==> config.mk <==
export PLATFORM = sky130hd
export DESIGN_NAME = pc_unit
export DESIGN_NICKNAME = d
export VERILOG_FILES = /design/src/rtl/pc_unit.sv
export SDC_FILE = /design/constraint.sdc
export NUM_CORES = 1
export LEC_CHECK = 0
export BUFFER_PORTS_ARGS = -buffer_cell sky130_fd_sc_hd__buf_2
export CORE_UTILIZATION = 50
export DETAILED_ROUTE_END_ITERATION = 16
export PLACE_DENSITY = 0.79
export SETUP_SLACK_MARGIN = 0.4
export SYNTH_ARGS = -nofsm -noshare
export SYNTH_HDL_FRONTEND = slang
export SYNTH_SLANG_ARGS = --single-unit
==> constraint.sdc <==
create_clock -name clk -period 5.6 [get_ports clk]
set_clock_uncertainty 0.15 [all_clocks]
set_input_delay 1.12 -clock clk [delete_from_list [all_inputs] [get_ports clk]]
set_output_delay 1.12 -clock clk [all_outputs]
set_load 0.005 [all_outputs]
==> src/rtl/pc_unit.sv <==
// pc_unit: RV32 program counter with boot/run/halt control and trap steering.
// Drives the instruction-memory fetch address and a fetch-valid qualifier.
//
// Parameters:
//   N            PC width in bits
//   RESET_VECTOR PC value loaded on reset
//   TRAP_VECTOR  PC value loaded on a trap or a misaligned redirect
//   CNT_W        width of the sequential-fetch counter
//
// Ports:
//   clk                 rising-edge clock
//   reset_n             asynchronous, active-low reset
//   instr_compressed_i  current fetch is a 16-bit instruction (PC_COMPRESSED_EN only)
//   stall_i             hold the PC this cycle
//   redirect_valid_i    branch/jump taken
//   redirect_target_i   branch/jump target address
//   trap_i              exception/interrupt request
//   halt_i              request to enter HALT
//   resume_i            leave HALT
//   pc_o                current fetch address
//   pc_plus_o           pc_o + increment (combinational, wraps mod 2^N)
//   fetch_valid_o       pc_o is a valid fetch this cycle
//   misalign_o          one-cycle pulse after a misaligned redirect
//   fetch_count_o       saturating count of sequential PC advances
//
// Optional feature macro: PC_COMPRESSED_EN
//   defined   -> adds instr_compressed_i; increment is 2 or 4,
//                targets only need target[0] == 0
//   undefined -> increment is always 4, targets need target[1:0] == 0

module pc_unit #(
    parameter int          N            = 32,
    parameter logic [N-1:0] RESET_VECTOR = N'(32'h0000_0000),
    parameter logic [N-1:0] TRAP_VECTOR  = N'(32'h0000_0100),
    parameter int          CNT_W        = 32
) (
    input  logic             clk,
    input  logic             reset_n,
`ifdef PC_COMPRESSED_EN
    input  logic             instr_compressed_i,
`endif
    input  logic             stall_i,
    input  logic             redirect_valid_i,
    input  logic [N-1:0]     redirect_target_i,
    input  logic             trap_i,
    input  logic             halt_i,
    input  logic             resume_i,
    output logic [N-1:0]     pc_o,
    output logic [N-1:0]     pc_plus_o,
    output logic             fetch_valid_o,
    output logic             misalign_o,
    output logic [CNT_W-1:0] fetch_count_o
);

    typedef enum logic [1:0] {
        BOOT = 2'd0,
        RUN  = 2'd1,
        HALT = 2'd2
    } state_t;

    state_t       state;
    logic [N-1:0] pc_inc;
    logic         target_aligned;

    // One-hot RUN-state selects, already resolved in priority order.
    logic sel_trap;
    logic sel_redir;
    logic sel_misalign;
    logic sel_stall;
    logic sel_halt;

`ifdef PC_COMPRESSED_EN
    assign pc_inc         = instr_compressed_i ? N'(2) : N'(4);
    assign target_aligned = ~redirect_target_i[0];
`else
    assign pc_inc         = N'(4);
    assign target_aligned = (redirect_target_i[1:0] == 2'b00);
`endif

    assign pc_plus_o = pc_o + pc_inc;

    assign sel_trap     = trap_i;
    assign sel_redir    = ~trap_i & redirect_valid_i & target_aligned;
    assign sel_misalign = ~trap_i & redirect_valid_i & ~target_aligned;
    assign sel_stall    = ~trap_i & ~redirect_valid_i & stall_i;
    assign sel_halt     = ~trap_i & ~redirect_valid_i & ~stall_i & halt_i;

    always_ff @(posedge clk or negedge reset_n) begin
        if (!reset_n) begin
            state         <= BOOT;
            pc_o          <= RESET_VECTOR;
            fetch_valid_o <= 1'b0;
            misalign_o    <= 1'b0;
            fetch_count_o <= '0;
        end else begin
            // Pulse output: only the misaligned-redirect branch raises it.
            misalign_o <= 1'b0;

            unique case (state)
                BOOT: begin
                    // First fetch is at RESET_VECTOR, so the PC is untouched.
                    state         <= RUN;
                    fetch_valid_o <= 1'b1;
                end

                RUN: begin
                    fetch_valid_o <= 1'b1;
                    unique case (1'b1)
                        sel_trap: begin
                            pc_o <= TRAP_VECTOR;
                        end
                        sel_redir: begin
                            pc_o <= redirect_target_i;
                        end
                        sel_misalign: begin
                            pc_o       <= TRAP_VECTOR;
                            misalign_o <= 1'b1;
                        end
                        sel_stall: begin
                            pc_o <= pc_o;
                        end
                        sel_halt: begin
                            state         <= HALT;
                            fetch_valid_o <= 1'b0;
                        end
                        default: begin
                            pc_o <= pc_plus_o;
                            // Saturate rather than wrap.
                            if (fetch_count_o != {CNT_W{1'b1}}) begin
                                fetch_count_o <= fetch_count_o + CNT_W'(1);
                            end
                        end
                    endcase
                end

                HALT: begin
                    fetch_valid_o <= 1'b0;
                    if (trap_i) begin
                        pc_o          <= TRAP_VECTOR;
                        state         <= RUN;
                        fetch_valid_o <= 1'b1;
                    end else if (resume_i) begin
                        state         <= RUN;
                        fetch_valid_o <= 1'b1;
                    end
                end

                default: begin
                    // Unreachable encoding: recover through BOOT.
                    state         <= BOOT;
                    fetch_valid_o <= 1'b0;
                end
            endcase
        end
    end

endmodule

==> Yosys cells after proc, flatten, opt, wreduce, memory -nomap -nowiden <==
Index checks and enable logic that the tools add are counted.
{ "classes": {"bitwise": 12, "n_mux": 13, "eq_ne": 7, "add_sub_neg": 2, "n_reduce_logical": 9} }
{ "op_table": {"columns": ["operator", "count"], "rows": [
  ["32-bit case mux with 3 select lines", 1],
  ["32-bit case mux with 2 select lines", 1],
  ["32-bit by 1-bit adder with 32-bit output, second input constant", 1],
  ["32-bit by 3-bit adder with 32-bit output, second input constant", 1],
  ["32-bit 2-to-1 mux", 1],
  ["32-bit inequality test, second input constant", 1],
  ["1-bit bitwise AND", 7],
  ["2-bit 2-to-1 mux", 3],
  ["2-bit inequality test, second input constant", 3],
  ["2-bit case mux with 3 select lines", 1],
  ["3-bit AND reduction", 2],
  ["1-bit 2-to-1 mux", 5],
  ["1-bit NOT", 5],
  ["5-bit OR reduction", 1],
  ["2-bit logical NOT", 2],
  ["2-bit OR reduction", 2],
  ["3-bit inequality test, second input constant", 1],
  ["1-bit case mux with 3 select lines", 1],
  ["2-bit by 1-bit == test with 1-bit output, second input constant", 1],
  ["2-bit == test, second input constant", 1],
  ["2-bit AND reduction", 1],
  ["2-bit nonzero test", 1]
]} }
{ "totals": {"output_inout_bits": 98, "register_bits": 68} }

==> Longest topological paths before layout <==
Gate-level depths: netlist (run 1).
{ "depth": {"ltp_word": 7, "depth_mapped": 8} }

==> Worst setup path before layout (run 1) <==
Ideal clock, no wire load.
{ "synth_path": {"path_type": "register -> output", "start": "register pc_o[13]", "end": "output port pc_plus_o[31]", "arrival_time_ns": 1.786, "stages_incl_launch_ff": 7, "slack_ns": 2.544, "path_cell_list": "dfrtp_1 > buf_2 > nand4_2 > nor4_4 > nand4_2 > or2_4 > xnor2_1"} }
{ "synth_via": {"elab_chain_cells": 1} }
{ "synth_rtl": {"columns": ["item", "line", "text"], "rows": [
  ["start: declaration", "48", "output logic [N-1:0] pc_o,"],
  ["start signal: assignment", "113", "pc_o <= redirect_target_i;"],
  ["start signal: assignment", "120", "pc_o <= pc_o;"],
  ["start signal: assignment", "127", "pc_o <= pc_plus_o;"],
  ["32-bit by 3-bit adder with 32-bit output", "80", "assign pc_plus_o = pc_o + pc_inc;"],
  ["end: declaration", "49", "output logic [N-1:0] pc_plus_o,"]
]} }
No other way between the ends.

==> Worst setup path after layout (run 1) <==
{ "layout_path": {"start": "register pc_o[2]", "end": "output port pc_plus_o[24]"} }
Same word-level chain as after synthesis.

==> impl_metrics.toml, run 1 <==
[outcome]
status = "complete, no violations"

[final_layout]
area_growth_pct = 22.9
fin_nets = 609
diodes = 0
post-route-util_pct = 64.2
fill_cells = 696
finalNonFillerCells = 671
final_layout_size_suffix_gt1_share_pct = 30.4
post-route-cell-area_um2 = 5010

[routing]
wirelength_um = 10900
viasPerCell = 5.94
ant_nets = 0
wl_per_cell_um = 16.3
drtIter0Drc = 274
dr.pass1.iters = 5
via_count = 3989
drc = 0

[power_and_ir_drop]
total_power_mw = 1.55
p_leak_nw = 2.50
powerDensity_nw_per_um2 = 309
ir_worst_vdd_mv = 0.176

[global_route]
gr-usage-all-layers_pct = 26.5
grt_max_degree = 69
overflow = 0
antenna_found_initial = 0
grt_pass1_wl_um = 18000
grt_pass1_vias = 3698

[timing]
finalSetupViolCount = 0
timing.fmax_mhz = 255
worst_pin_slew_ns = 0.868
whs_ns = 0.348
hold_violations = 0
fin_tns_setup_ns = 0
slew_headroom_pct = 42.2
min_period_over_period_pct = 70.0
drv_slew = 0
rsz0062_at_grt = "no"
fin_crit_ns = 3.92
setup_slack_ns = 1.68

[place]
placed_cells_incl_taps = 655
place_worst_setup_slack_ns = 2.11
port-buffer-count = 136
placed_cell_area_um2 = 4810
place_hpwl_um = 7600
gp_congestion = 0.953

[clock_network]
cts_resized = 0
cts_tree = "done"
clockBufferDepth = 2
path_clk_slew_ns = 0.09
clock-root-buffer = "clkbuf_8"
ctsHoldBuffers = 0
cts_max_level = 3
numCtsBuffers = 9
cts_sinks = 68
postCtsSetupRepairBufs = 0
worstSkewPairLatency_ns = 0.35

[worst_hold_path]
hp-class = "reg -> reg"
hold_start = "fetch_count_o[31]"

[synthesis]
ys_seq_area_share_pct = 41.7
yosysTopAreaCell = "dfrtp_1"
avgSynthCellArea_um2 = 9.31
synth.top_cell.area_share_pct = 41.7
syn_area_um2 = 4080
synthCells = 438
synthesis.nets = 483
ys_warn_count = 0
synth.top_cells.by_area = "dfrtp_1 42%, xnor2_1 10%, nand2_1 4.0%"
synth_cell_type_count = 54
ys_ff_latch = 68

[critical_path]
endpoint = "pc_plus_o[24]"
reg2reg_depth = 6
r2r_slack_ns = 2.98
crit_required_ns = 4.33
path_class = "reg -> out"
worst_setup_path_start_kind = "flip-flop"
arrival_ns = 2.65
worst_setup_path_end_kind = "primary output"
r2r_start = "pc_o[2]"
cp_max_fo = 8
cp-startpoint = "pc_o[2]"
r2r-end = "pc_o[28]"

[floorplan]
start_util_pct = 52.2
die_h_um = 92.3
fp.coreArea_um2 = 7810
die_x_um = 92.3
io_pins = 137
rows = 32
die_area_um2 = 8520

[run]
cap_viol_max_count = 0
cell usage after synthesis (all sizes together):
| library cell | n |
|---|---|
| dfrtp | 68 |
| xnor2 | 48 |
| nand2 | 45 |
| o21ai | 31 |
| nand3 | 28 |
| nand4 | 28 |
| nor2 | 24 |
| a21oi | 14 |
| clkbuf | 14 |
| and3 | 11 |
| buf | 11 |
| inv | 11 |
| o311ai | 11 |
| xor2 | 11 |
| nor4 | 10 |
| nor3 | 9 |
| a22oi | 7 |
| and4 | 7 |
| and2 | 6 |
| ha | 6 |
| a31oi | 4 |
| a41oi | 4 |
| or3 | 3 |
| a21o | 2 |
| a22o | 2 |
| a32oi | 2 |
| nand2b | 2 |
| o211ai | 2 |
| o21a | 2 |
| o31a | 2 |
| or2 | 2 |
| mux2 | 1 |
| nand4b | 1 |
| nor2b | 1 |
| nor3b | 1 |
| nor4b | 1 |
| nor4bb | 1 |
| o211a | 1 |
| o21bai | 1 |
| o221ai | 1 |
| o22a | 1 |
| or4 | 1 |
cell type report:
cell class,instances,area [µm²],share of cell area (%)
timing repair buffer,140,711,14.2
clock buffer,9,124,2.47
inverter,11,41.3,0.824
clock inverter,7,75.1,1.50
tap,102,128,2.55
multi-input combinational,334,2230,44.5
sequential,68,1700,34.0
state kept, by name, summed over array words and instances (netlist names):
signal / count
misalign_o: 1
fetch_valid_o: 1
state: 2
pc_o: 32
fetch_count_o: 32
cell usage in the layout (no fill, tap or decap), types with 14 or more instances in the layout:
| master | count |
|---|---|
| buf_2 | 136 |
| dfrtp_1 | 68 |
| xnor2_1 | 48 |
| nand2_1 | 44 |
| nand3_1 | 26 |
| nand4_1 | 25 |
| nor2_1 | 24 |
| o21ai_0 | 24 |
| a21oi_1 | 14 |
worst min-delay path by stage:
stage                              to  slack [ns]  depth (start not counted)
floorplan           fetch_count_o[31]        0.34                          1
global placement    fetch_count_o[31]        0.33                          1
detailed placement  fetch_count_o[31]        0.34                          1
CTS                 fetch_count_o[31]        0.35                          1
global route        fetch_count_o[31]        0.37                          1
finish              fetch_count_o[31]        0.35                          1
per-layer routing:
metal | vias up | wire (µm) | GRT usage [%]
met1 | 1919 | 4720 | 35.3
met5 | - | 0 | 0
met2 | 193 | 5260 | 42.8
li1 | 1855 | - | -
met3 | 22 | 731 | 4.93
met4 | 0 | 200 | 10.0
cells by family after synthesis:
group	after synthesis	synth area share [%]
buffers and inverters	36	3.74
AO/OA/AOI/OAI	87	14.1
XOR/XNOR	59	12.7
adder cells (fa/ha/maj)	6	1.84
AND/OR/NAND/NOR	181	25.7
flip-flops	68	41.7
multiplexers	1	0.276
worst max-delay path: stages, from the launching register on:
cell     delay [ns]
dfrtp_1        0.48
ha_1           0.31
nand3_2        0.28
nor4_4         0.58
and3_1         0.27
nand2_1        0.11
xnor2_1        0.15
buf_2          0.13
power by group:
group / leakage, nW / total, mW / internal (mW) / switching, mW
clock: 0.0918 / 0.413 / 0.207 / 0.206
combinational: 1.47 / 0.482 / 0.195 / 0.287
sequential: 0.931 / 0.652 / 0.550 / 0.102
total: 2.50 / 1.55 / 0.952 / 0.595
Power figures use the tool's default switching activity.
==> run 2: changes to the inputs <==
==> constraint.sdc (replaced) <==
create_clock -name clk -period 3.8 [get_ports clk]
set_clock_uncertainty 0.15 [all_clocks]
set_input_delay 0.76 -clock clk [delete_from_list [all_inputs] [get_ports clk]]
set_output_delay 0.76 -clock clk [all_outputs]
set_load 0.005 [all_outputs]
==> run 2 against run 1 <==
Sequential cell count is the same; register-to-register slack lost 1.7 ns; wire length grew 0.21%; cell count grew 1.0%; non-clock buffer count grew 8; setup slack lost 1.2 ns; first-iteration DRC count shrank 17%; hold slack lost 0.0013 ns; die area is the same; sequential share of layout area shrank 0.43 points; sequential power grew 46%.
==> impl_metrics.toml, run 2 (synthesis results as in run 1) <==
[critical_path]
r2r-end = "pc_o[21]"
path_delay_family = "simple AND/OR/NAND/NOR gates"
crit_path_top_delay_cell = "nor4_2"
endpoint = "pc_plus_o[27]"
cp_max_fo = 10
r2r_slack_ns = 1.27
path_class = "reg -> out"
crit_path_max_incr_delay_ns = 0.57
crit_required_ns = 2.89
worst_setup_path_end_kind = "primary output"
cp-startpoint = "pc_o[6]"
r2r_start = "state[0]"
reg2reg_depth = 7
arrival_ns = 2.40
worst_setup_path_start_kind = "flip-flop"
path_buf_inv = 1
path_cells = "nand3_2 > nor4_2 > and2_1 > nand3_1 > xnor2_1 > buf_2"
cp.depth = 6

[floorplan]
start_util_pct = 52.2
die_h_um = 92.3
die_area_um2 = 8520
io_pins = 137
fp.coreArea_um2 = 7810
die_x_um = 92.3
rows = 32

[clock_network]
numCtsBuffers = 9
clockBufferDepth = 2
cts_resized = 0
worstSkewPairLatency_ns = 0.34
cts_tree = "done"
postCtsSetupRepairBufs = 0
clock-root-buffer = "clkbuf_8"
cts_max_level = 3
ctsHoldBuffers = 0
path_clk_slew_ns = 0.07
cts_sinks = 68

[timing]
min_period_over_period_pct = 87.1
timing.fmax_mhz = 302
drv_slew = 0
worst_pin_slew_ns = 0.834
rsz0062_at_grt = "yes"
hold_violations = 0
fin_tns_setup_ns = 0
slew_headroom_pct = 44.4
fin_crit_ns = 3.31
finalSetupViolCount = 0

[routing]
viasPerCell = 5.83
dr.pass1.iters = 4
drtIter0Drc = 227
ant_nets = 0
via_count = 3950
drc = 0
wirelength_um = 10900
wl_per_cell_um = 16.1

[place]
placed_cell_area_um2 = 4830
place_hpwl_um = 7920
port-buffer-count = 136
gp_congestion = 0.967

[power_and_ir_drop]
p_leak_nw = 2.55
ir_worst_vdd_mv = 0.408
powerDensity_nw_per_um2 = 446

[global_route]
grt_max_degree = 36
grt_pass1_vias = 3608
overflow = 0
grt_pass1_wl_um = 17600
antenna_found_initial = 0
gr-usage-all-layers_pct = 26.2

[worst_hold_path]
hp-class = "reg -> reg"

[outcome]
status = "complete, no violations"

[run]
cap_viol_max_count = 0

[final_layout]
mostFrequentLayoutCell = "buf_2"
area_growth_pct = 24.4
fin_nets = 617
post-route-cell-area_um2 = 5070
diodes = 0
final_cell_mix = "136 x buf_2, 68 x dfrtp_1, 48 x xnor2_1"
reg_top3 = "fetch_count_o: 32 flops, pc_o: 32 flops, state: 2 flops"
final_layout_size_suffix_gt1_share_pct = 31.3
post-route-util_pct = 65.0
==> run 2: area by class of cell <==
type	count	area (µm²)
clock buffer	10	138
tap	102	128
multi-input combinational	334	2230
sequential	68	1700
inverter	11	41.3
timing repair buffer	148	783
clock inverter	5	52.6
fill	663	2730
==> run 2: layer usage <==
metal / wire (µm) / vias up / track usage, %
li1: - / 1863 / -
met1: 4900 / 1900 / 36.2
met2: 5240 / 171 / 41.0
met3: 602 / 16 / 3.61
met4: 188 / 0 / 11.6
met5: 0 / - / 0
==> run 2: worst min path at each step <==
stage,startpoint,cells past startpoint,slack [ns],endpoint
2_1_floorplan,reset_n,0,0.31,fetch_count_o[0]
3_3_place_gp,fetch_count_o[31],1,0.33,fetch_count_o[31]
3_5_place_dp,fetch_count_o[31],1,0.34,fetch_count_o[31]
4_1_cts,fetch_count_o[31],1,0.35,fetch_count_o[31]
5_1_grt,fetch_count_o[31],1,0.38,fetch_count_o[31]
6_report,fetch_count_o[31],1,0.35,fetch_count_o[31]
==> run 2: power breakdown <==
part	internal [mW]	leakage, nW	switching [mW]
logic	0.287	1.52	0.437
registers	0.811	0.931	0.143
clock network	0.314	0.0979	0.272
total	1.41	2.55	0.852
==> run 2: per-stage QoR <==
stage                     hold slack [ns]  power [mW]  worst slack [ns]  std cells
after global routing                0.380        2.41             0.344        678
after floorplan                     0.314        1.36              1.10        438
after global placement              0.325        1.66             0.907        656
after detailed placement            0.338        1.68             0.786        656
after CTS                           0.348        2.27             0.404        671
final                               0.347        2.26             0.490        678
==> run 3: changes to the inputs <==
--- a/config.mk
+++ b/config.mk
@@ -5,10 +5,13 @@
 export SDC_FILE = /design/constraint.sdc
 export NUM_CORES = 1
 export LEC_CHECK = 0
+export ABC_AREA = 1
 export BUFFER_PORTS_ARGS = -buffer_cell sky130_fd_sc_hd__buf_2
+export CORE_MARGIN = 1.5
 export CORE_UTILIZATION = 50
 export DETAILED_ROUTE_END_ITERATION = 16
-export PLACE_DENSITY = 0.79
+export PLACE_DENSITY = 0.77
+export RECOVER_POWER = 25
 export SETUP_SLACK_MARGIN = 0.4
 export SYNTH_ARGS = -nofsm -noshare
 export SYNTH_HDL_FRONTEND = slang
==> run 3 against run 2 <==
The flow now finishes with violations (capacitance limit, slew limit); hold slack better by 0.048 ns; sequential cell count stayed put; clock power is 2% lower; utilization is 2.8 points lower; sequential power is 26% higher; setup slack better by 0.22 ns; final area is 14% higher; non-clock buffer count is 7 lower; register-to-register slack worse by 0.27 ns; critical endpoint is now pc_plus_o[20].
==> impl_metrics.toml, run 3 <==
[final_layout]
final_layout_size_suffix_gt1_share_pct = 23.1
diodes = 0
final_cell_mix = "340 x nand2_1, 135 x buf_2, 73 x nor2_1"
mostFrequentLayoutCell = "nand2_1"
fin_nets = 919
reg_top3 = "fetch_count_o: 32 flops, pc_o: 32 flops, state: 2 flops"
area_growth_pct = 19.7

[timing]
rsz0062_at_grt = "no"
drv_slew = 31
hold_violations = 0
fin_tns_setup_ns = 0
timing.fmax_mhz = 323
fin_crit_ns = 3.09
slew_headroom_pct = -8.20
worst_pin_slew_ns = 1.62
setup_slack_ns = 0.708
whs_ns = 0.395
min_period_over_period_pct = 81.4
finalSetupViolCount = 0

[global_route]
gr-usage-all-layers_pct = 27.9
grt_max_degree = 43
use_met3_pct = 3.52
antenna_found_initial = 0
grt_busiest_layer = "met2"
overflow = 0
grt_pass1_wl_um = 22700
use_met1_pct = 36.4
grt_pass1_vias = 4905
gr-usage-met2_pct = 46.9

[synthesis]
yosysTopAreaCell = "dfrtp_1"
synthesis.nets = 784
avgSynthCellArea_um2 = 6.56
ys_seq_area_share_pct = 35.1
synthCells = 739
synth.top_cell.area_share_pct = 35.1
synthFlopType = "dfrtp_1"
synthArstFlopShare_pct = 100
synth.top_cells.by_area = "dfrtp_1 35%, nand2_1 26%, nor2_1 5.7%"
synth_edf_count = 0
synth_cell_type_count = 31
synth_top_cells_by_count = "340 x nand2_1, 73 x nor2_1, 68 x dfrtp_1, 61 x inv_1, 29 x nand3_1"
yosysMostFrequentCell = "nand2_1"
ys_warn_count = 0
ys_ff_latch = 68
syn_area_um2 = 4850

[place]
place_worst_setup_slack_ns = 0.908
gp_congestion = 0.984
port-buffer-count = 136
place_hpwl_um = 10500

[critical_path]
r2r_slack_ns = 1.00
path_class = "reg -> out"
path_delay_family = "simple AND/OR/NAND/NOR gates"
worst_setup_path_start_kind = "flip-flop"
crit_required_ns = 2.89
crit_path_top_delay_cell = "dfrtp_1"
worst_setup_path_end_kind = "primary output"
cp_max_fo = 5
cp_common_cell = "nand2_1"
path_cells = "ha_1 > nand2_1 > nor2_1 > nand2_1 > nor2_2 > nand3_1 > and2_1 > buf_2"
crit_path_max_incr_delay_ns = 0.44
path_buf_inv = 1
arrival_ns = 2.18

[floorplan]
start_util_pct = 52.0
rows = 35
io_pins = 137
die_area_um2 = 10300
die_x_um = 101
fp.coreArea_um2 = 9330
die_h_um = 101

[routing]
wl_per_cell_um = 13.6
viasPerCell = 5.10
via_count = 5141
drc = 0
drtIter0Drc = 266
dr.pass1.iters = 5
wirelength_um = 13700
ant_nets = 0

[clock_network]
path_clk_slew_ns = 0.07
cts_resized = 0
cts_max_level = 3
cts_sinks = 68
cts_tree = "done"
clockBufferDepth = 2
numCtsBuffers = 9
clock-root-buffer = "clkbuf_8"
ctsHoldBuffers = 0
worstSkewPairLatency_ns = 0.35
postCtsSetupRepairBufs = 0

[power_and_ir_drop]
powerDensity_nw_per_um2 = 527
seq_power_share_pct = 39.2
switching_share_pct = 44.1
p_leak_nw = 3.06
p_sw_mw = 1.35
ir_worst_vdd_mv = 0.343
comb_power_share_pct = 42.0
pwr-share-clk_pct = 18.8
p_int_mw = 1.71

[outcome]
violations = "capacitance limit, slew limit"
status = "finished, violations left"

[worst_hold_path]
hp-class = "reg -> reg"

[run]
cap_viol_max_count = 1
## run 3: stage by stage
step	util (%)	cells	power, mW	area [µm²]
2_1_floorplan	-	739	1.92	4850
3_3_place_gp	60.2	992	2.43	5620
3_5_place_dp	60.2	992	2.49	5620
4_1_cts	62.3	1008	3.07	5810
5_1_grt	62.2	1008	3.28	5800
6_report	62.2	1008	3.06	5800
## run 3: layout make-up
cell class	instances	area (µm²)
Clock buffer	13	169
Fill cell	902	3530
Tap cell	129	161
Sequential cell	68	1700
Multi-Input combinational cell	588	2790
Timing Repair Buffer	141	709
Inverter	66	248
Clock inverter	3	20.0
## run 3: logic make-up (layout without fill, tap and decap cells)
family          Yosys count  after routing  synth area share [%]
compound gates           46             46                  6.33
xor+xnor                 34             34                  6.14
fa+ha+maj                 6              6                  1.55
buf+inv                  83            223                  7.41
flops                    68             68                  35.1
simple gates            502            502                  43.5
## run 3: path summary, 6_finish.rpt
kind	startpoint	to	cells after the start
worst min register to register	pc_o[0]	pc_o[0]	2
worst min-delay path	pc_o[0]	pc_o[0]	2
max in group asynchronous	reset_n	pc_o[11]	2
worst max register to register	state[0]	pc_o[2]	7
min in group asynchronous	reset_n	fetch_count_o[18]	1
worst max-delay path	pc_o[3]	pc_plus_o[20]	8
## run 3: metal layers
metal  wire [µm]  vias to the layer above
li1            -                     2543
met1        5900                     2363
met2        6650                      206
met3         828                       29
met4         283                        0
met5           0                        -
## run 3: power by group through the flow
| stage | registers [mW] | logic, mW | clock network, mW |
|---|---|---|---|
| after floorplan | 1.16 | 0.768 | 0 |
| after global placement | 1.19 | 1.24 | 0 |
| after detailed placement | 1.20 | 1.29 | 0 |
| after CTS | 1.19 | 1.29 | 0.587 |
| after global routing | 1.22 | 1.44 | 0.617 |
| final | 1.20 | 1.28 | 0.576 |
## run 3: tightest hold or removal path: cells and delay by family (launching register included)
| family | cells | cell delay (ns) |
|---|---|---|
| DFF | 1 | 0.37 |
| AOI/OAI and AO/OA | 1 | 0.09 |
| buffers and inverters | 1 | 0.05 |
